## src/rtl/fetch_pkg.sv

```systemverilog
// Shared types and defaults for the RV32I fetch sequencer.
package fetch_pkg;

    localparam int FETCH_XLEN            = 32;
    localparam int FETCH_TIMEOUT_CYCLES  = 255;

    typedef enum logic [2:0] {
        ST_IDLE   = 3'd0,
        ST_REQ    = 3'd1,
        ST_WAIT   = 3'd2,
        ST_HOLD   = 3'd3,
        ST_HALTED = 3'd4
    } fetch_state_e;

endpackage

```

## src/rtl/fetch_timeout_counter.sv

```systemverilog
// Down-counting imem response timer; expired marks the last allowed WAIT cycle.
module fetch_timeout_counter #(
    parameter int TIMEOUT_CYCLES = fetch_pkg::FETCH_TIMEOUT_CYCLES
) (
    input  logic clk,
    input  logic reset,
    input  logic clear,
    input  logic enable,
    output logic expired
);

    localparam int CW = $clog2(TIMEOUT_CYCLES + 1);
    localparam logic [CW-1:0] LOAD_VAL = CW'(TIMEOUT_CYCLES);

    logic [CW-1:0] cnt_q;
    logic [CW-1:0] cnt_d;

    always_comb begin
        cnt_d = cnt_q;
        if (clear) begin
            cnt_d = LOAD_VAL;
        end else if (enable && (cnt_q != '0)) begin
            cnt_d = cnt_q - CW'(1);
        end
    end

    always_ff @(posedge clk) begin
        if (!reset) begin
            cnt_q <= '0;
        end else begin
            cnt_q <= cnt_d;
        end
    end

    // A count of one means this enabled cycle is the TIMEOUT_CYCLES-th one.
    assign expired = enable && (cnt_q == CW'(1));

endmodule

```

## src/rtl/fetch_sequencer.sv

```systemverilog
// Fetch sequencer: drives PC updates, one outstanding imem fetch, and the decode handshake.
//
//  state     | meaning
//  ----------+-----------------------------------------------------------
//  ST_IDLE   | one cycle after reset, nothing asserted
//  ST_REQ    | presenting a fetch request at pc
//  ST_WAIT   | request accepted, waiting for imem_rvalid (timed)
//  ST_HOLD   | instruction held for decode until instr_ready or redirect
//  ST_HALTED | halt or timeout; only reset leaves
module fetch_sequencer
    import fetch_pkg::*;
#(
    parameter int XLEN           = FETCH_XLEN,
    parameter int TIMEOUT_CYCLES = FETCH_TIMEOUT_CYCLES
) (
    input  logic            clk,
    input  logic            reset,
    input  logic [XLEN-1:0] pc,
    output logic            pc_enable,
    output logic            pc_jump,
    output logic [XLEN-1:0] pc_jump_address,
    output logic            imem_req_valid,
    input  logic            imem_req_ready,
    input  logic            imem_rvalid,
    input  logic [XLEN-1:0] imem_rdata,
    output logic            instr_valid,
    input  logic            instr_ready,
    output logic [XLEN-1:0] instr,
    output logic [XLEN-1:0] instr_pc,
    input  logic            redirect_valid,
    input  logic [XLEN-1:0] redirect_addr,
    input  logic            halt_req,
    output logic            halted,
    output logic            fetch_fault
);

    localparam logic [XLEN-1:0] ALIGN_MASK = ~XLEN'(3);

    fetch_state_e    state_q, state_d;
    logic            instr_valid_q, instr_valid_d;
    logic [XLEN-1:0] instr_q, instr_d;
    logic [XLEN-1:0] instr_pc_q, instr_pc_d;
    logic            halted_q, halted_d;
    logic            fetch_fault_q, fetch_fault_d;
    logic            kill_q, kill_d;
    logic [XLEN-1:0] pending_q, pending_d;
    logic            halt_seen_q, halt_seen_d;

    logic            tmr_clear;
    logic            tmr_enable;
    logic            tmr_expired;
    logic [XLEN-1:0] redirect_tgt;

    assign redirect_tgt = redirect_addr & ALIGN_MASK;

    fetch_timeout_counter #(
        .TIMEOUT_CYCLES(TIMEOUT_CYCLES)
    ) u_timeout (
        .clk    (clk),
        .reset  (reset),
        .clear  (tmr_clear),
        .enable (tmr_enable),
        .expired(tmr_expired)
    );

    always_comb begin
        state_d         = state_q;
        instr_valid_d   = instr_valid_q;
        instr_d         = instr_q;
        instr_pc_d      = instr_pc_q;
        halted_d        = halted_q;
        fetch_fault_d   = fetch_fault_q;
        kill_d          = kill_q;
        pending_d       = pending_q;
        halt_seen_d     = halt_seen_q | halt_req;
        pc_enable       = 1'b0;
        pc_jump         = 1'b0;
        pc_jump_address = '0;
        imem_req_valid  = 1'b0;
        tmr_clear       = 1'b0;
        tmr_enable      = 1'b0;

        unique case (state_q)
            ST_IDLE: begin
                state_d = ST_REQ;
            end
            ST_REQ: begin
                if (redirect_valid) begin
                    pc_enable       = 1'b1;
                    pc_jump         = 1'b1;
                    pc_jump_address = redirect_tgt;
                end else if (halt_seen_d) begin
                    // Request withheld so no fetch is left dangling in imem.
                    state_d  = ST_HALTED;
                    halted_d = 1'b1;
                end else begin
                    imem_req_valid = 1'b1;
                    if (imem_req_ready) begin
                        state_d   = ST_WAIT;
                        tmr_clear = 1'b1;
                    end
                end
            end
            ST_WAIT: begin
                tmr_enable = 1'b1;
                if (imem_rvalid) begin
                    state_d   = ST_REQ;
                    kill_d    = 1'b0;
                    pc_enable = 1'b1;
                    if (redirect_valid) begin
                        pc_jump         = 1'b1;
                        pc_jump_address = redirect_tgt;
                    end else if (kill_q) begin
                        pc_jump         = 1'b1;
                        pc_jump_address = pending_q;
                    end else begin
                        state_d       = ST_HOLD;
                        instr_d       = imem_rdata;
                        instr_pc_d    = pc;
                        instr_valid_d = 1'b1;
                    end
                end else if (tmr_expired) begin
                    state_d       = ST_HALTED;
                    fetch_fault_d = 1'b1;
                    halted_d      = 1'b1;
                end else if (redirect_valid) begin
                    kill_d    = 1'b1;
                    pending_d = redirect_tgt;
                end
            end
            ST_HOLD: begin
                if (redirect_valid) begin
                    state_d         = ST_REQ;
                    instr_valid_d   = 1'b0;
                    pc_enable       = 1'b1;
                    pc_jump         = 1'b1;
                    pc_jump_address = redirect_tgt;
                end else if (instr_ready) begin
                    state_d       = ST_REQ;
                    instr_valid_d = 1'b0;
                end
            end
            ST_HALTED: begin
                state_d = ST_HALTED;
            end
            default: begin
                state_d = ST_IDLE;
            end
        endcase
    end

    always_ff @(posedge clk) begin
        if (!reset) begin
            state_q       <= ST_IDLE;
            instr_valid_q <= 1'b0;
            instr_q       <= '0;
            instr_pc_q    <= '0;
            halted_q      <= 1'b0;
            fetch_fault_q <= 1'b0;
            kill_q        <= 1'b0;
            pending_q     <= '0;
            halt_seen_q   <= 1'b0;
        end else begin
            state_q       <= state_d;
            instr_valid_q <= instr_valid_d;
            instr_q       <= instr_d;
            instr_pc_q    <= instr_pc_d;
            halted_q      <= halted_d;
            fetch_fault_q <= fetch_fault_d;
            kill_q        <= kill_d;
            pending_q     <= pending_d;
            halt_seen_q   <= halt_seen_d;
        end
    end

    assign instr_valid = instr_valid_q;
    assign instr       = instr_q;
    assign instr_pc    = instr_pc_q;
    assign halted      = halted_q;
    assign fetch_fault = fetch_fault_q;

endmodule

```

## config.mk

```make
export PLATFORM = sky130hd
export DESIGN_NAME = fetch_sequencer
export DESIGN_NICKNAME = d
export VERILOG_FILES = /design/src/rtl/fetch_pkg.sv /design/src/rtl/fetch_timeout_counter.sv /design/src/rtl/fetch_sequencer.sv
export SDC_FILE = /design/constraint.sdc
export NUM_CORES = 1
export LEC_CHECK = 0
export ABC_AREA = 1
export BUFFER_PORTS_ARGS = -buffer_cell sky130_fd_sc_hd__buf_2
export CORE_ASPECT_RATIO = 2
export CORE_UTILIZATION = 42
export CTS_BUF_LIST = sky130_fd_sc_hd__clkbuf_4 sky130_fd_sc_hd__clkbuf_8 sky130_fd_sc_hd__clkbuf_16
export DETAILED_ROUTE_END_ITERATION = 10
export PLACE_DENSITY = 0.72
export REMOVE_ABC_BUFFERS = 1
export SLEW_MARGIN = 5
export SYNTH_ARGS = -nofsm -noshare
export SYNTH_HDL_FRONTEND = slang
export SYNTH_SLANG_ARGS = --single-unit
```

## constraint.sdc

```tcl
create_clock -name clk -period 3.3 [get_ports clk]
set_input_delay 0.66 -clock clk [delete_from_list [all_inputs] [get_ports clk]]
set_output_delay 0.66 -clock clk [all_outputs]
set_load 0.01 [all_outputs]
```

Word level (Yosys, flattened, before mapping)
Index checks and enable logic that the tools add are counted.
{"block": "classes", "n_addsub": 1, "eq_ne": 16, "mux": 46, "n_bitwise": 5, "n_reduce_logical": 16}
{"cell": "32-bit two-way mux", "count": 4}
{"cell": "32-bit case mux with 2 select lines", "count": 1}
{"cell": "1-bit two-way mux", "count": 25}
{"cell": "3-bit two-way mux", "count": 7}
{"cell": "8-bit two-way mux", "count": 2}
{"cell": "2-bit inequality test (second input constant)", "count": 8}
{"cell": "3-bit case mux with 5 select lines", "count": 1}
{"cell": "4-bit AND reduction", "count": 3}
{"cell": "5-bit AND reduction", "count": 2}
{"cell": "3-bit inequality test (second input constant)", "count": 3}
{"cell": "8-bit by 1-bit equality test with 1-bit output (second input constant)", "count": 1}
{"cell": "1-bit case mux with 2 select lines", "count": 4}
{"cell": "2-bit nonzero test", "count": 4}
{"cell": "8-bit nonzero test", "count": 1}
{"cell": "8-bit by 1-bit subtractor with 8-bit output (second input constant)", "count": 1}
{"cell": "3-bit by 2-bit equality test with 1-bit output (second input constant)", "count": 2}
{"cell": "3-bit AND reduction", "count": 2}
{"cell": "2-bit two-way mux", "count": 2}
{"cell": "1-bit inverter", "count": 4}
{"cell": "3-bit by 1-bit equality test with 1-bit output (second input constant)", "count": 1}
{"cell": "3-bit equality test (second input constant)", "count": 1}
{"cell": "3-bit zero test", "count": 1}
{"cell": "1-bit logical AND", "count": 2}
{"cell": "2-bit OR reduction", "count": 1}
{"cell": "1-bit bitwise OR", "count": 1}
{"block": "totals", "register_bits": 110, "in_bits": 103, "out_inout_bits": 102, "wordCells": 94}

Logic depth before layout (Yosys ltp)
Gate-level depths: netlist (run 1).
{"block": "depth", "depth_word": 6, "depth_mapped": 10, "ltp_nobuf": 9}

Hierarchy
Synthesis (run 1) repeated with hierarchy kept, for this count alone.
{"block": "unflattened", "cells_unflattened": 679, "area_unflattened_um2": 4916.0}
{"mod": "fetch_sequencer", "instances": 1, "cells_per_inst": 590, "area_per_inst_um2": 4345.4}
{"mod": "fetch_timeout_counter", "instances": 1, "cells_per_inst": 89, "area_per_inst_um2": 570.5}

Least setup slack after synthesis (run 1)
OpenSTA, ideal clock, no wires.
{"block": "synth_timing", "kind": "input-to-output", "start": "input port redirect_valid", "end": "output port pc_jump_address[17]", "arrival_time_ns": 1.654, "required_time_ns": 2.640, "path_slack_ns": 0.986, "cell_stages": 5, "cell_sequence": "inv_1 o31ai_1 nand2_1 buf_2 a21oi_1"}
{"block": "synth_via", "elab_chain_len": 3, "elab_cells_between_ends": 4, "cone_classes": "mux (4)"}
{"element": "start, declared", "line_no": "fetch_sequencer.sv:30", "text": "input logic redirect_valid,"}
{"element": "32-bit two-way mux", "line_no": "fetch_sequencer.sv:110", "text": "if (redirect_valid) begin"}
{"element": "32-bit two-way mux", "line_no": "fetch_sequencer.sv:106", "text": "if (imem_rvalid) begin"}
{"element": "32-bit case mux with 2 select lines (*)", "line_no": "fetch_sequencer.sv:83", "text": "unique case (state_q)"}
{"element": "end, declared", "line_no": "fetch_sequencer.sv:21", "text": "output logic [XLEN-1:0] pc_jump_address,"}
Mark *: on every way between the ends. The rest lies on a longest branch, timed or not.

Worst setup path after layout (run 1)
{"block": "layout_timing", "start": "register state_q[2]", "end": "output port pc_jump_address[21]"}
{"block": "layout_via", "elab_chain_len": 3, "elab_cells_between_ends": 5, "cone_classes": "eq/ne (3); mux (1); reduce/logical (1)"}
{"element": "start, declared", "line_no": "fetch_sequencer.sv:39", "text": "fetch_state_e state_q, state_d;"}
{"element": "start signal, assigned", "line_no": "fetch_sequencer.sv:164", "text": "state_q <= state_d;"}
{"element": "3-bit by 2-bit equality test with 1-bit output or 3-bit by 1-bit equality test with 1-bit output (tied branches)", "line_no": "fetch_sequencer.sv:83"}
{"element": "2-bit OR reduction (no source line)"}
{"element": "32-bit case mux with 2 select lines (*)", "line_no": "fetch_sequencer.sv:83"}
Marks and branches as above.

==> results of run 1 <==
-- sequential cells by signal, summed over array words and instances (netlist names) --
name / cells
instr: 32
instr_pc: 32
pending_q: 30
u_timeout.cnt_q: 8
state_q: 3
fetch_fault: 1
halt_seen_q: 1
halted: 1
instr_valid: 1
kill_q: 1
-- power by group through the flow --
stage | Combinational [mW] | Sequential [mW] | Clock (mW)
after floorplan | 0.510 | 1.59 | 0
after global routing | 0.993 | 1.56 | 1.12
final | 0.880 | 1.54 | 1.04
after CTS | 0.885 | 1.54 | 1.07
after global placement | 0.868 | 1.57 | 0
after detailed placement | 0.881 | 1.57 | 0
-- through the flow --
step / power (mW) / cells / hold slack [ns] / utilization (%) / worst slack, ns
after floorplan: 2.102 / 629 / 0.4411 / - / 0.3384
after global placement: 2.433 / 980 / 0.4309 / 52.65 / 0.9178
after detailed placement: 2.448 / 980 / 0.4390 / 52.65 / 0.8937
after CTS: 3.496 / 996 / 0.4497 / 55.26 / 0.7237
after global routing: 3.666 / 997 / 0.4689 / 55.28 / 0.5492
final: 3.458 / 997 / 0.4456 / 55.28 / 0.7420
-- cells by family (layout without fill, tap and decap cells) --
kind of cell	count (synthesis)	count (layout)	synth area share, %
AOI/OAI and AO/OA	143	143	15.34
adders and majority gates	2	2	0.5280
buffers and inverters	74	252	6.998
DFF	110	110	46.47
other	1	3	0.07914
and+or+nand+nor	347	347	30.58
-- area by class of cell --
cell class / instances / area [um2] / share of cell area, %
Timing Repair Buffer: 211 / 1084 / 17.91
Clock inverter: 6 / 52.55 / 0.8685
Antenna cell: 1 / 2.502 / 0.04136
Inverter: 25 / 93.84 / 1.551
Clock buffer: 10 / 232.7 / 3.846
Sequential cell: 110 / 2202 / 36.39
Multi-Input combinational cell: 494 / 2208 / 36.50
Tap cell: 140 / 175.2 / 2.895
-- worst paths after layout --
kind                              end        start  cells past startpoint  slack (ns)
hold reg to reg           instr_valid  instr_valid                      2        0.45
setup / recovery  pc_jump_address[21]   state_q[2]                      9        0.74
hold / removal            instr_valid  instr_valid                      2        0.45
setup reg to reg            instr[16]   state_q[2]                      9        1.30
-- Yosys cell counts, drive strengths merged, types with 2 or more instances --
| cell type | n |
|---|---|
| or2 | 3 |
| clkbuf | 24 |
| nand4 | 34 |
| inv | 24 |
| nor2 | 154 |
| buf | 25 |
| dfxtp | 110 |
| nand2 | 133 |
| ha | 2 |
| o21ai | 68 |
| nand3 | 22 |
| a21oi | 72 |
-- critical path, cell delays in order, from the launching register on --
cell and delay [ns]:
dfxtp_1 0.36, inv_2 0.09, nand2_2 0.08, nor2_4 0.16, nand2_2 0.12, o31ai_1 0.11, nand2_1 0.08, buf_4 0.24
a21oi_1 0.16, buf_2 0.15
-- routing by layer --
layer  vias up  global-route usage [%]  part of all wire, %
met5         -                       0                    0
met4         0                   9.883                  3.0
met3        26                   3.593                  4.7
met2       178                   41.92                   53
met1      2302                   23.49                   39
li1       2561                       -                    -
==> flow_summary.json, run 1 <==
{
  "setup_viol": 0,
  "wl_um": 13070,
  "required_ns": 2.64,
  "ctsLongestPathBuffers": 2,
  "cts_tree": "done",
  "critPathArrivalTime_ns": 1.90,
  "drc": 0,
  "min_path_type": "flip-flop to flip-flop",
  "ys_async_sr_fraction_pct": 0,
  "clkPwrFrac_pct": 30.1,
  "nets": 956,
  "routedWlPerCell_um": 13.11,
  "syn_to_final_growth_pct": 27.70,
  "power_frac_comb_pct": 25.5,
  "vias": 5067,
  "layout-drive-gt1-share_pct": 27.80,
  "synth_edf_count": 0,
  "leakage_nw": 2.973,
  "grt_usage_pct": 22.19,
  "die-area_um2": 11740,
  "hpwl_um": 8996,
  "final_cell_mix": "buf_2 (200), nor2_1 (151), nand2_1 (131)",
  "design_area_um2": 6051,
  "critPathCaptureType": "primary output",
  "rsz0062_at_grt": "no",
  "crit_type": "flip-flop to primary output",
  "start_kind": "flip-flop",
  "period_needed_ns": 2.558,
  "seqPwrFrac_pct": 44.5,
  "max-slew-margin-rel_pct": 49.50,
  "fp.dieH_um": 152.2,
  "p_switching_mw": 1.142,
  "synthTopCellsByArea": "dfxtp_1 (46%), nor2_1 (12%), nand2_1 (10%), a21oi_1 (7.6%), o21ai_0 (5.3%)",
  "port_buffers": 200,
  "ir_drop_mv": 0.3869,
  "worst_slew_pin_slew_ns": 0.7564,
  "htree_levels": 3,
  "io_pins": 205,
  "cts_resized": 0,
  "crit_fanout": 31,
  "drt_pass1_iterations": 4,
  "yosysTopAreaCellShare_pct": 46.47,
  "dpl_cell_area_um2": 5763,
  "drv_slew": 0,
  "cts.sinks": 110,
  "antenna_left": 0,
  "grt_pass1_wl_um": 21320,
  "core_um2": 10950,
  "hold_buffers": 0,
  "yosysTopAreaCell": "dfxtp_1",
  "fillers": 1140,
  "grt_max_degree": 68,
  "max_cap_violations": 0,
  "cts_root_buf": "clkbuf_16",
  "synth_cell_type_count": 27,
  "gp_congestion": 0.8062,
  "ys_ff_latch": 110,
  "tns_ns": 0,
  "avgSynthCellArea_um2": 6.999,
  "status": "completed",
  "cts_buffers": 9,
  "yosysWarnings": 0,
  "insertion_delay_ns": 0.34,
  "fp-row-count": 54,
  "powerDensity_nw_per_um2": 571.6,
  "initialDrtViolationCount": 276,
  "clock_skew_ns": 0.01243,
  "fmax_mhz": 390.9,
  "syn_area_um2": 4738,
  "antenna_found_initial": 1,
  "synth-seq-area-share_pct": 46.47,
  "clk_pin_slew_worst_paths_ns": 0.07,
  "initial_core_util_pct": 43.29,
  "die_w_um": 77.11,
  "post_cts_buffers": 0,
  "final_hold_viol_count": 0,
  "final_common_cell": "buf_2",
  "viasPerCell": 5.082,
  "intPower_mw": 2.317,
  "synthesis.instances": 677,
  "grt_pass1_vias": 4687,
  "synth_top_flop_cell": "dfxtp_1",
  "swShare_pct": 33.01,
  "fin_crit_sh_pct": 77.51,
  "grt_overflow_total": 0
}
No activity file was read; power rests on OpenSTA's default activity.
==> run 2: changes to the inputs <==
- clock period: 3.3 -> 2.4 ns (I/O delays scaled with it)
==> run 2 against run 1 <==
  * Wire length is essentially flat
  * Worst hold slack lost 0.10 ns
  * Sequential power grew 38%
  * Largest cell class unchanged
  * Critical path depth shrank 3
  * Largest power group unchanged
  * Total power grew 41%
  * Combinational power grew 44%
  * Clock-buffer cell count is the same
==> flow_summary.json, run 2 (same netlist as run 1, synthesis figures left out) <==
{
  "cts.sinks": 110,
  "grt_pass1_wl_um": 21160,
  "ir_drop_mv": 0.5529,
  "cts_buffers": 9,
  "initial_core_util_pct": 43.29,
  "leakage_nw": 3.048,
  "fmax_mhz": 426.4,
  "cts_root_buf": "clkbuf_16",
  "fp-row-count": 54,
  "tns_ns": 0,
  "grt_usage_pct": 22.01,
  "clock_skew_ns": 0.01280,
  "port_buffers": 200,
  "wl_um": 13060,
  "critPathCaptureType": "primary output",
  "die-area_um2": 11740,
  "required_ns": 1.92,
  "crit_start": "state_q[0]",
  "fp.dieH_um": 152.2,
  "crit_fanout": 16,
  "final_hold_viol_count": 0,
  "hold_buffers": 0,
  "crit_type": "flip-flop to primary output",
  "viasPerCell": 4.979,
  "grt_max_degree": 68,
  "period_needed_ns": 2.345,
  "final_cell_mix": "buf_2 (200), nor2_1 (151), nand2_1 (130)",
  "nets": 963,
  "clk_pin_slew_worst_paths_ns": 0.08,
  "r2r-start": "u_timeout.cnt_q[0]",
  "setup_viol": 0,
  "gp_congestion": 0.8350,
  "critPathArrivalTime_ns": 1.87,
  "status": "completed",
  "antenna_left": 0,
  "hpwl_um": 8956,
  "layout-drive-gt1-share_pct": 28.97,
  "grt_pass1_vias": 4654,
  "whs_ns": 0.3452,
  "vias": 4994,
  "hold_start": "imem_rdata[3]",
  "insertion_delay_ns": 0.35,
  "start_kind": "flip-flop",
  "drt_pass1_iterations": 4,
  "finalWorstSetupSlack_ns": 0.05451,
  "min_path_type": "primary input to flip-flop",
  "power_mw": 4.867,
  "die_w_um": 77.11,
  "io_pins": 205,
  "diodes": 0,
  "routedWlPerCell_um": 13.02,
  "antenna_found_initial": 0,
  "htree_levels": 3,
  "syn_to_final_growth_pct": 30.53,
  "place_ws_ns": 0.3464,
  "ctsLongestPathBuffers": 2,
  "grt_overflow_total": 0,
  "max_cap_violations": 0,
  "initialDrtViolationCount": 215,
  "cts_tree": "done",
  "core_um2": 10950,
  "drc": 0,
  "fin_crit_sh_pct": 97.73,
  "final_common_cell": "buf_2",
  "powerDensity_nw_per_um2": 787.0,
  "drv_slew": 0
}
-- run 2: cell types whose count changed in the layout (fill, tap and decap cells not counted), moves of 2 or more --
cell	delta
buf_12	+3
a21oi_1	-2
buf_4	+3
inv_8	+2
clkinvlp_4	-2
a21oi_2	+2
-- run 2: report_power, final --
part / total (mW) / switching, mW / internal (mW) / leakage [nW]
Combinational: 1.27 / 0.769 / 0.504 / 2.01
Sequential: 2.12 / 0.118 / 2.00 / 0.889
Clock: 1.48 / 0.728 / 0.749 / 0.147
-- run 2: layout make-up --
type | instances | area, um2
Fill cell | 1118 | 4761
Multi-Input combinational cell | 494 | 2228
Sequential cell | 110 | 2203
Timing Repair Buffer | 218 | 1191
Clock buffer | 10 | 232.7
Tap cell | 140 | 175.2
Inverter | 25 | 93.84
Clock inverter | 6 | 60.06
-- run 2: through the flow --
stage               utilization, %  std cells  cell area, um2
floorplan                        -        629            4504
global placement             53.34        985            5838
detailed placement           53.34        985            5838
CTS                          56.08       1002            6138
global route                 56.50       1003            6185
finish                       56.50       1003            6185
-- run 2: final timing paths --
kind,slack [ns],cells after the start,endpoint
worst max-delay path,0.05,6,pc_jump_address[23]
worst min-delay path,0.35,3,instr[3]
worst max register to register,0.71,7,u_timeout.cnt_q[3]
worst min register to register,0.44,2,instr_valid
-- run 2: metal layers --
layer	vias up	track usage [%]	part of all wire [%]
met5	-	0	0
met4	0	11.05	3.4
met1	2226	24.03	39
met2	157	39.88	52
met3	37	3.952	4.8
li1	2574	-	-
-- run 2: worst max-delay path, stage by stage (launching register included) --
cell,delay (ns)
dfxtp_1,0.41
inv_1,0.11
o31ai_2,0.33
nand2_2,0.16
buf_12,0.18
a21oi_1,0.15
buf_2,0.16
-- run 2: timing repair --
| item | in CTS | in global routing |
|---|---|---|
| setup endpoints to repair | 1 | 26 |
| gates resized for setup | 0 | 6 |
| cloned | 0 | 1 |
| pin swaps | 2 | 1 |
| buffers inserted | 1 | 0 |
